## config.mk

```make
export PLATFORM = sky130hd
export DESIGN_NAME = mc_control_fsm
export DESIGN_NICKNAME = d
export VERILOG_FILES = /design/src/rtl/mc_ctrl_pkg.sv /design/src/rtl/mc_control_fsm.sv
export SDC_FILE = /design/constraint.sdc
export NUM_CORES = 1
export LEC_CHECK = 0
export CORE_ASPECT_RATIO = 0.6
export CORE_MARGIN = 4
export CORE_UTILIZATION = 49
export CTS_CLUSTER_SIZE = 25
export DETAILED_ROUTE_END_ITERATION = 10
export GPL_TIMING_DRIVEN = 0
export MAX_ROUTING_LAYER = met4
export PLACE_DENSITY = 0.86
export SETUP_SLACK_MARGIN = 0.3
export SLEW_MARGIN = 15
export SYNTH_ARGS = -nofsm -noshare
export SYNTH_HDL_FRONTEND = slang
export SYNTH_SLANG_ARGS = --single-unit
```

## constraint.sdc

```tcl
create_clock -name clk -period 3.7 [get_ports clk]
set_input_delay 0.37 -clock clk [delete_from_list [all_inputs] [get_ports clk]]
set_output_delay 0.37 -clock clk [all_outputs]
set_load 0.02 [all_outputs]
```

## src/rtl/mc_ctrl_pkg.sv

```systemverilog
// Shared definitions for the multicycle main control unit: states, opcodes,
// control-word layout and the field encodings the datapath's ALU control also uses.
package mc_ctrl_pkg;

    typedef enum logic [3:0] {
        StFetch   = 4'd0,
        StDecode  = 4'd1,
        StMemAdr  = 4'd2,
        StMemRd   = 4'd3,
        StMemWb   = 4'd4,
        StMemWr   = 4'd5,
        StExecR   = 4'd6,
        StExecI   = 4'd7,
        StAluWb   = 4'd8,
        StBranch  = 4'd9,
        StIllegal = 4'd10
    } state_e;

    localparam logic [6:0] OP_LOAD   = 7'h03;
    localparam logic [6:0] OP_STORE  = 7'h23;
    localparam logic [6:0] OP_RTYPE  = 7'h33;
    localparam logic [6:0] OP_ITYPE  = 7'h13;
    localparam logic [6:0] OP_BRANCH = 7'h63;

    localparam int unsigned CW_PC_WRITE       = 15;
    localparam int unsigned CW_PC_WRITE_COND  = 14;
    localparam int unsigned CW_IOR_D          = 13;
    localparam int unsigned CW_MEM_READ       = 12;
    localparam int unsigned CW_MEM_WRITE      = 11;
    localparam int unsigned CW_IR_WRITE       = 10;
    localparam int unsigned CW_MEM_TO_REG     = 9;
    localparam int unsigned CW_PC_SOURCE_LSB  = 7;
    localparam int unsigned CW_ALU_OP_LSB     = 5;
    localparam int unsigned CW_ALU_SRC_B_LSB  = 3;
    localparam int unsigned CW_ALU_SRC_A      = 2;
    localparam int unsigned CW_REG_WRITE      = 1;
    localparam int unsigned CW_REG_DST        = 0;

    localparam logic [1:0] ALU_OP_ADD    = 2'b00;
    localparam logic [1:0] ALU_OP_SUB    = 2'b01;
    localparam logic [1:0] ALU_OP_RFUNCT = 2'b10;
    localparam logic [1:0] ALU_OP_IFUNCT = 2'b11;

    localparam logic [1:0] SRC_B_REG     = 2'b00;
    localparam logic [1:0] SRC_B_FOUR    = 2'b01;
    localparam logic [1:0] SRC_B_IMM     = 2'b10;
    localparam logic [1:0] SRC_B_IMM_SH1 = 2'b11;

    localparam logic [1:0] PC_SRC_ALU    = 2'b00;
    localparam logic [1:0] PC_SRC_ALUOUT = 2'b01;

    localparam logic [15:0] CW_FETCH   = 16'h9408;
    localparam logic [15:0] CW_DECODE  = 16'h0018;
    localparam logic [15:0] CW_MEMADR  = 16'h0014;
    localparam logic [15:0] CW_MEMRD   = 16'h3000;
    localparam logic [15:0] CW_MEMWB   = 16'h0202;
    localparam logic [15:0] CW_MEMWR   = 16'h2800;
    localparam logic [15:0] CW_EXEC_R  = 16'h0044;
    localparam logic [15:0] CW_EXEC_I  = 16'h0074;
    localparam logic [15:0] CW_ALUWB   = 16'h0002;
    localparam logic [15:0] CW_BRANCH  = 16'h40A4;
    localparam logic [15:0] CW_ILLEGAL = 16'h0000;

    function automatic logic [15:0] cw_of_state(input state_e st);
        case (st)
            StFetch:  return CW_FETCH;
            StDecode: return CW_DECODE;
            StMemAdr: return CW_MEMADR;
            StMemRd:  return CW_MEMRD;
            StMemWb:  return CW_MEMWB;
            StMemWr:  return CW_MEMWR;
            StExecR:  return CW_EXEC_R;
            StExecI:  return CW_EXEC_I;
            StAluWb:  return CW_ALUWB;
            StBranch: return CW_BRANCH;
            default:  return CW_ILLEGAL;
        endcase
    endfunction

endpackage

```

## src/rtl/mc_control_fsm.sv

```systemverilog
// Multicycle main control FSM: sequences per-cycle control words for the datapath,
// stalling fetch and memory states on the memory ready handshake.
module mc_control_fsm
    import mc_ctrl_pkg::*;
#(
    parameter bit USE_MEM_READY = 1'b1
) (
    input  logic        clk,
    input  logic        reset,
    input  logic [6:0]  Opcode,
    input  logic        mem_ready,
    output logic [15:0] Control_word,
    output logic [3:0]  state,
    output logic        instr_retired,
    output logic        illegal
);

    state_e state_q, state_d;
    logic   illegal_q, illegal_d;
    logic   mem_rdy;

    assign mem_rdy = USE_MEM_READY ? mem_ready : 1'b1;

    always_comb begin
        state_d   = state_q;
        illegal_d = illegal_q;
        case (state_q)
            StFetch:  if (mem_rdy) state_d = StDecode;
            StDecode: begin
                case (Opcode)
                    OP_LOAD, OP_STORE: state_d = StMemAdr;
                    OP_RTYPE:          state_d = StExecR;
                    OP_ITYPE:          state_d = StExecI;
                    OP_BRANCH:         state_d = StBranch;
                    default: begin
                        state_d   = StIllegal;
                        illegal_d = 1'b1;
                    end
                endcase
            end
            StMemAdr: state_d = (Opcode == OP_STORE) ? StMemWr : StMemRd;
            StMemRd:  if (mem_rdy) state_d = StMemWb;
            StMemWr:  if (mem_rdy) state_d = StFetch;
            StExecR,
            StExecI:  state_d = StAluWb;
            StAluWb,
            StMemWb,
            StBranch: state_d = StFetch;
            StIllegal: state_d = StIllegal;
            // Unused encodings park in the terminal trap rather than run wild.
            default:  state_d = StIllegal;
        endcase
    end

    always_ff @(posedge clk) begin
        if (reset) begin
            state_q   <= StFetch;
            illegal_q <= 1'b0;
        end else begin
            state_q   <= state_d;
            illegal_q <= illegal_d;
        end
    end

    // Mealy outputs: a fetch stall must not advance PC or overwrite IR.
    always_comb begin
        Control_word  = 16'h0000;
        instr_retired = 1'b0;
        if (!reset) begin
            Control_word = cw_of_state(state_q);
            if (state_q == StFetch && !mem_rdy) begin
                Control_word[CW_PC_WRITE] = 1'b0;
                Control_word[CW_IR_WRITE] = 1'b0;
            end
            instr_retired = (state_q == StMemWb) || (state_q == StAluWb) ||
                            (state_q == StBranch) || (state_q == StMemWr && mem_rdy);
        end
    end

    assign state   = state_q;
    assign illegal = illegal_q;

endmodule

```

==> results of run 1 <==
## where the power goes
group / total [uW] / internal, uW / switching (uW)
Clock: 100 / 40.3 / 59.9
Sequential: 269 / 244 / 24.8
Combinational: 618 / 288 / 331
## logic make-up after synthesis
family	Yosys count
other	1
and+or+nand+nor	52
buffers and inverters	15
xor gates and xnor gates	3
muxes	2
AOI/OAI and AO/OA	24
adders and majority gates	4
DFF	17
## worst min-delay path by stage
| stage | from | to | slack [ns] | depth (start not counted) |
|---|---|---|---|---|
| global placement | illegal$_SDFFE_PP0P_ | illegal$_SDFFE_PP0P_ | 0.45 | 2 |
| floorplan | illegal$_SDFFE_PP0P_ | illegal$_SDFFE_PP0P_ | 0.58 | 2 |
| global route | illegal$_SDFFE_PP0P_ | illegal$_SDFFE_PP0P_ | 0.51 | 2 |
| detailed placement | illegal$_SDFFE_PP0P_ | illegal$_SDFFE_PP0P_ | 0.46 | 2 |
| finish | illegal$_SDFFE_PP0P_ | illegal$_SDFFE_PP0P_ | 0.48 | 2 |
| CTS | illegal$_SDFFE_PP0P_ | illegal$_SDFFE_PP0P_ | 0.49 | 2 |
## critical path, delay by kind of cell, from the launching register on
family        cells  cell delay, ns
simple gates      3            0.89
buf+inv           3            0.85
flops             1            0.32
## synth_stat cells (all sizes together) (2+ instances only)
| cell | n |
|---|---|
| inv | 4 |
| o21ai | 3 |
| buf | 8 |
| nand3b | 2 |
| a211oi | 3 |
| nor3 | 4 |
| o31a | 2 |
| dfxtp | 17 |
| nor3b | 2 |
| ha | 4 |
| and2 | 4 |
| a21oi | 3 |
| o31ai | 2 |
| clkbuf | 3 |
| xnor2 | 2 |
| or3 | 2 |
| nor2 | 7 |
| nor2b | 17 |
| a21o | 2 |
| nand2 | 4 |
| and3b | 2 |
## layer usage
layer	routed length [um]	vias to the layer above	share of wire	global-route usage
met5	0	-	0	-
met4	8	0	0.0030	0.02372
met3	139	2	0.052	0.04822
met2	1136	32	0.43	0.2567
met1	1363	460	0.51	0.2784
li1	-	476	-	-
## stage by stage
step	hold WS, ns	utilization	setup slack [ns]	area [um^2]	instances
final	0.4797	0.7167	0.9803	1399	178
after global routing	0.5137	0.7167	0.8890	1399	178
after CTS	0.4866	0.7167	0.9767	1399	178
after detailed placement	0.4631	0.7026	1.117	1371	174
after global placement	0.4536	0.7026	1.124	1371	174
after floorplan	0.5797	-	1.396	1066	119
## cell type report
class                   count  area (um^2)  area share
flip-flops and latches     17        340.3      0.2433
clock inverters             1        5.005    0.003578
plain buffers              11        67.56     0.04830
inverters                   4        15.01     0.01073
clock buffers               3        22.52     0.01610
well taps                  28        35.03     0.02504
repair buffers             27        270.3      0.1932
multi-input cells          87        643.1      0.4598
==> results by stage, run 1 <==
Logic synthesis:
- The share of the Yosys chip area taken by registers is 0.3204.
- The synthesis warning total is 0.
- After synthesis, the cell types taking the most area are sky130_fd_sc_hd__dfxtp_1, sky130_fd_sc_hd__nor2b_1, sky130_fd_sc_hd__ha_1.
- In this run, synthesis inferred 0 flip-flops with an integrated enable.
- The mapped netlist covers 1062 um^2.
- Of the total synthesized cell area, the portion taken by XOR and XNOR cells is 0.02473.
- The count of different cell masters after synthesis is 45.
- The fraction of the mapped netlist area in adder cells is 0.04711.
- After synthesis, the mean cell area works out to 9.002 um^2.
- After synthesis, the share of cell area in mux cells is 0.02002.
- After synthesis, the largest family of logic cells by area is simple AND/OR/NAND/NOR gates.
- In the synthesized netlist the dominant register cell turns out to be sky130_fd_sc_hd__dfxtp_1.
- After synthesis the netlist holds a flip-flop and latch count of 17.
- The complex-gate fraction of the synthesized area is 0.1896.
- The post-synthesis cell type with the largest combined area is sky130_fd_sc_hd__dfxtp_1.
- The cell count after synthesis came out at 118.
- Counting flops with an async set or reset pin after synthesis yields a share of 0.
- The synthesized-area fraction occupied by and/or/nand/nor cells is 0.3168.
- The proportion of netlist area held by the largest area contributor is 0.3204.

Global routing:
- The global-route wire length before repair is 4.077 mm.
- The global-route congestion overflow total is 0.
- The via count of the first global-routing pass came to 850.
- For this run, the total global-route usage over all layers was measured as 0.1865.
- Entering global routing, the biggest net connects 11 pins.
- The number of antenna violations at the first check in global routing is 0.

Worst setup path:
- The worst path required time is 3.33 ns.
- In this run the worst path has a maximum fanout of 9.
- In this run the worst setup path terminates at Control_word[15].
- The slowest cell on the critical path is sky130_fd_sc_hd__or4_4.
- The critical path is of the reg -> out type.
- Walking the worst path, the cells encountered are buf_2, or4_4, nor2_4, nor3b_1, buf_4, clkdlybuf4s50_1.
- The kind of capture point of the worst setup path is an output port.
- The critical path startpoint category is a register.
- The number of cell instances on the worst register-to-register path is 8.
- The internal reg-to-reg setup slack is 1.24 ns.
- The arrival time at the worst endpoint is 2.35 ns.
- The first element of the critical path is state[3]$_SDFFE_PP0P_.
- In this design, the stage delay of the slowest critical-path cell is 0.57 ns.
- The startpoint of the lowest-slack register-to-register path is state[1]$_SDFFE_PP0P_.

Floorplan:
- The floorplan die width is 68.11 um.
- The floorplan die height is 44.07 um.
- In this run the count of I/O pins placed on the die edge is 32.
- The floorplan has 12 rows.
- The core area is 1952 um^2.
- The starting density of the core is 0.5442.
- The total die area is 3001 um^2.

Cells and area:
- The area growth from synthesis to layout is 31.68%.
- Leaving out fill and tap cells, the most frequent cell in the layout is sky130_fd_sc_hd__clkdlybuf4s50_1.
- The share of post-route cells with drive strength above 1 is 0.1400.
- The number of antenna diodes in the final layout is 0.
- The number of filler cells placed in the layout is 162.
- In the layout the commonest cells are sky130_fd_sc_hd__clkdlybuf4s50_1, sky130_fd_sc_hd__nor2b_1, sky130_fd_sc_hd__dfxtp_1.
- The total number of nets in the final design is 165.

Clock network:
- For the worst-skew pair, the clock arrives at the later sink with an insertion delay of 0.29 ns.
- The number of clock sinks seen by CTS is 17.
- The clock root buffer is sky130_fd_sc_hd__clkbuf_4.
- TritonCTS built the clock tree.
- The number of buffers inserted to repair setup after CTS is 0.
- The level count of the clock H-tree is 1.
- The number of cells upsized or downsized after cts is 0.
- After clock tree synthesis, the flow added hold-fix buffers numbering 0.
- Clock tree synthesis inserted a total of 3 buffers.
- The maximum count of clock buffers along a single path is 2.
- After clock tree synthesis, the clock-pin slew on the worst setup and hold paths is 0.10 ns.

Placed design:
- The total of buffers placed on input and output ports is 27.
- The HPWL after detailed placement is 2.057 mm.
- Routability-driven placement finished with a final weighted congestion of 0.9124.

Drt:
- After the first detailed-routing iteration, the DRC count stood at 45.
- After detailed routing, the number of remaining DRC violations is 0.
- In this run the remaining antenna-violating nets after routing total 0.
- The detailed-routing iteration count for the pre-antenna-repair pass is 4.
- The detailed-route wire length is 2.648 mm.
- The routed via count divided by cell count is 5.449.
- The detailed router placed 970 vias in this run.
- The routed length per placed instance is 14.88 um.

Timing:
- The max-slew violation count is 0.
- The number of hold violations in the final report is 0.
- Setup repair after global routing left no endpoint under its margin.
- The final critical path time including I/O delays and setup is 2.720 ns.
- The slew at the pin closest to its max-slew limit is 0.5716 ns.
- The number of setup violations in the final report is 0.
- Dividing the final minimum period by the clock period gives 0.7351.
- Based on the critical path, the design can be clocked at up to 367.7 MHz.
- In this run the tightest slew margin relative to its limit is 0.6140.
- The setup total negative slack is 0 ns.
- Clock skew on the completed layout was measured at 0.002067 ns.

Run status:
- The flow ran to the end, and the final reports show no timing, DRC or antenna violations.

Power and ir drop:
- The analysis attributes to cell leakage a power of 0.0005598 uW.
- The worst-case IR drop observed on VDD is 0.0005192 V.
- The overall power after layout is 987.6 uW.
- Power spread over the standard cell area amounts to 706.0 nW/um^2.

Flow run:
- The tool flagged a number of max-cap violations equal to 0.

Hold path:
- In this run the worst hold path is classified as reg -> reg.
Note: power is estimated with default switching activity, not from simulation.
==> run 2: changes to the inputs <==
--- a/config.mk
+++ b/config.mk
@@ -7,12 +7,12 @@
 export LEC_CHECK = 0
 export CORE_ASPECT_RATIO = 0.6
 export CORE_MARGIN = 4
-export CORE_UTILIZATION = 49
+export CORE_UTILIZATION = 41
 export CTS_CLUSTER_SIZE = 25
 export DETAILED_ROUTE_END_ITERATION = 10
 export GPL_TIMING_DRIVEN = 0
 export MAX_ROUTING_LAYER = met4
-export PLACE_DENSITY = 0.86
+export PLACE_DENSITY = 0.77
 export SETUP_SLACK_MARGIN = 0.3
 export SLEW_MARGIN = 15
 export SYNTH_ARGS = -nofsm -noshare
==> constraint.sdc (replaced) <==
create_clock -name clk -period 2.3 [get_ports clk]
set_input_delay 0.23 -clock clk [delete_from_list [all_inputs] [get_ports clk]]
set_output_delay 0.23 -clock clk [all_outputs]
set_load 0.02 [all_outputs]
==> run 2 against run 1 <==
Critical path depth up 2; global-route usage grew 2.3 points; sequential power increased by 69%; largest power group unchanged.
==> results by stage, run 2 (synthesized netlist as in run 1, its figures left out) <==
Global routing:
- The routing usage on met1 is 0.2719 (-0.006464).
- The number of antenna violations at the first check in global routing is 0 (unchanged).
- The via count of the first global-routing pass is 988 (+16%).
- The global-route congestion overflow total is 0 (unchanged).
- The overall fraction of global-route tracks in use is 0.2096 (+0.02304).
- The pin count of the biggest net entering global routing was 11 (unchanged).
- The met3 layer usage reported by global route is 0.05241 (+0.004188).
- The met2 usage is 0.3292 (+0.07252).
- The global routing's busiest layer is met2.
- The global-route wire length before repair is 5.133 mm (+26%).

Drt:
- The routed via count divided by cell count is 5.465 (+0.29%).
- The remaining antenna violation count was 0 (unchanged).
- The detailed-route wire length is 3.580 mm (+35%).
- The number of DRC violations after detailed routing is 0 (unchanged).
- The routed length per placed instance is 17.90 um (+20%).
- The detailed-routing iteration count for the pre-antenna-repair pass came to 4 (unchanged).
- The first-iteration detailed-routing DRC count was 74 (+64%).
- The via count of the routed design is 1093 (+13%).

Cells and area:
- In the layout the commonest cells are sky130_fd_sc_hd__buf_4, sky130_fd_sc_hd__clkdlybuf4s50_1, sky130_fd_sc_hd__nor2b_1.
- The total number of nets in the final design came to 185 (+12%).
- The count of antenna diodes in the layout is 0 (unchanged).
- Relative to the synthesized area, the layout overhead comes to 63.25%.
- The post-route non-filler standard cell count is 200 (+12%).
- The area of all placed cells without fillers is 1734 um^2 (+24%).
- The share of post-route cells with drive strength above 1 is 0.3941 (+0.2541).

Worst setup path:
- The kind of capture point of the worst setup path is a register.
- The type of the worst setup path is reg -> reg.
- The maximum fanout encountered on the critical timing path is 10 (+1).
- Among the stages of the critical path, the cell type that occurs most often is sky130_fd_sc_hd__nor2b_1.
- STA classifies the critical path startpoint as a register.
- The worst path required time is 2.45 ns (-0.88 ns).
- The arrival time at the worst endpoint is 2.36 ns (about the same).
- The slowest stage of the critical path belongs to the cell sky130_fd_sc_hd__dfxtp_2.
- The signal on the critical path passes through buf_6, nor2b_1, mux2i_1, or3_4, a211o_1, ha_1, nor2b_1, o31a_1.
- The largest stage delay on the critical path was 0.36 ns (-0.21 ns).

Clock network:
- The clock edge transition at the registers on the reported setup and hold paths is 0.07 ns (-0.03 ns).
- The level count of the clock H-tree was 1 (unchanged).
- The clock tree from TritonCTS is done.
- The number of clock buffers inserted by TritonCTS is 3 (unchanged).
- The number of clock sinks seen by CTS is 17 (unchanged).
- The clock insertion delay at the later pin of the skew report is 0.25 ns (-0.04 ns).
- The maximum count of clock buffers along a single path came to 2 (unchanged).
- The tree is rooted in a sky130_fd_sc_hd__clkbuf_8.

Timing:
- The setup slack after layout came to 0.08496 ns (-0.8953 ns).
- The highest attainable clock frequency is 451.5 MHz.
- The worst max-slew margin expressed relative to the limit is 0.6438 (+0.02983).
- The max-slew violation count was 0 (unchanged).
- The smallest clock period supported by the final layout is computed as 2.215 ns.
- The slew at the pin closest to its max-slew limit is 0.5285 ns (-0.04305 ns).
- The clock tree skew after final layout is 0.004493 ns (+0.002426 ns).
- The number of setup violations in the final report came to 0 (unchanged).
- The part of the cycle the worst path needs is 0.9631.
- The number of hold violations in the final report is 0 (unchanged).
- Setup repair after global routing could not meet its margin everywhere.

Power and ir drop:
- The overall power after layout came to 2199 uW (+120%).
- The internal power consumption is 1304 uW (+130%).
- The share of power burned in registers came to 0.207 (-0.066).
- The maximum VDD drop was 0.0008296 V (+60%).
- The switching power of the nets is 895.4 uW (+120%).
- The combinational share of power came to 0.691 (+0.065).
- The total leakage power is 0.0007239 uW (+29%).
- The power density normalized to cell area came to 1268 nW/um^2 (+80%).
- The portion of total power attributed to the clock network is 0.103 (+0.002).
- The switching part of the total came to 0.4072 (-0.01341).

Floorplan:
- The core area is 2310 um^2 (+18%).
- The I/O pin count is 32 (unchanged).
- The total die area came to 3496 um^2 (+16%).
- The floorplan die width is 73.71 um (+8.2%).
- The floorplan die height is 47.43 um (+7.6%).
- The starting density of the core is 0.4599 (-0.08432).
- The standard-cell row count is 13 (+1).

Hold path:
- In this run the worst hold path is classified as in -> reg.

Placed design:
- The HPWL after detailed placement came to 2.107 mm (+2.4%).
- The final weighted congestion in routability-driven placement is 0.8479 (-7.1%).
- The post-place instance area is 1411 um^2 (+2.9%).
- The total of buffers placed on input and output ports is 27 (unchanged).
- The setup slack at placement is -0.1678 ns (-1.285 ns).
- The total placed cells including tap cells was 176 (+1.1%).

Flow run:
- The count of maximum capacitance violations is 0 (unchanged).

Run status:
- The flow ran to the end, and the final reports show no timing, DRC or antenna violations.
[run 2: cell types whose count changed in the layout (fill, tap and decap cells not counted), moves of 3 or more]
cell                              previous run  this run
sky130_fd_sc_hd__dfxtp_1                    17        13
sky130_fd_sc_hd__clkbuf_2                    1         5
sky130_fd_sc_hd__ha_4                        0         3
sky130_fd_sc_hd__buf_6                       0         4
sky130_fd_sc_hd__buf_4                       6        23
sky130_fd_sc_hd__clkdlybuf4s50_1            27        23
sky130_fd_sc_hd__clkbuf_8                    0         3
sky130_fd_sc_hd__ha_1                        4         1
sky130_fd_sc_hd__clkbuf_4                    3         0
[run 2: power groups by stage]
stage	registers, uW	clock network, uW	logic [uW]
6_report	454	226	1520
3_3_place_gp	451	0	1000
3_5_place_dp	452	0	1020
4_1_cts	449	226	1170
5_1_grt	462	240	1600
2_1_floorplan	481	0	691
[run 2: metal layers]
layer	part of all wire	vias up
met5	0	-
met4	0.014	0
met3	0.079	8
met2	0.46	60
met1	0.45	510
li1	-	515
[run 2: timing repair]
item,4_1_cts,5_1_grt
gates resized for setup,21,24
pin swaps,6,12
hold buffers,0,0
buffers inserted,8,12
setup endpoints to repair,14,14
[run 2: per-stage QoR]
| step | hold WS, ns | TNS, ns | utilization |
|---|---|---|---|
| floorplan | 0.5068 | 0 | - |
| global placement | 0.4638 | -0.1824 | 0.6111 |
| detailed placement | 0.4753 | -0.4532 | 0.6111 |
| CTS | 0.4779 | 0 | 0.6798 |
| global route | 0.5009 | 0 | 0.7508 |
| finish | 0.4917 | 0 | 0.7508 |
[run 2: worst max-delay path: cells and delay by family (launching register included)]
| kind | cells | cell delay [ns] |
|---|---|---|
| and+or+nand+nor | 3 | 0.66 |
| buffers and inverters | 1 | 0.16 |
| DFF | 1 | 0.36 |
| muxes | 1 | 0.13 |
| AOI/OAI and AO/OA | 2 | 0.61 |
| adders and majority gates | 1 | 0.19 |
[run 2: path summary, 6_finish.rpt]
check	depth (start not counted)	from	slack [ns]	to
worst max-delay path	8	state[0]$_SDFFE_PP0P_	0.08	register
worst min-delay path	3	reset	0.49	state[2]$_SDFFE_PP0P_
worst max register to register	8	state[0]$_SDFFE_PP0P_	0.08	register
worst min register to register	2	illegal$_SDFFE_PP0P_	0.51	illegal$_SDFFE_PP0P_
[run 2: area by class of cell]
type | instances | area [um^2]
inverter | 4 | 15.01
sequential | 17 | 350.3
multi-input combinational | 87 | 775.7
timing repair buffer | 47 | 415.4
clock buffer | 4 | 45.04
fill | 155 | 575.6
tap | 30 | 37.54
buffer | 11 | 95.09
==> run 3: changes to the inputs <==
--- a/config.mk
+++ b/config.mk
@@ -14,7 +14,7 @@
 export MAX_ROUTING_LAYER = met4
 export PLACE_DENSITY = 0.77
 export SETUP_SLACK_MARGIN = 0.3
-export SLEW_MARGIN = 15
+export SLEW_MARGIN = 10
 export SYNTH_ARGS = -nofsm -noshare
 export SYNTH_HDL_FRONTEND = slang
 export SYNTH_SLANG_ARGS = --single-unit
==> results of run 3 <==
No change in the layout: final DEF, timing and power equal those of run 2.
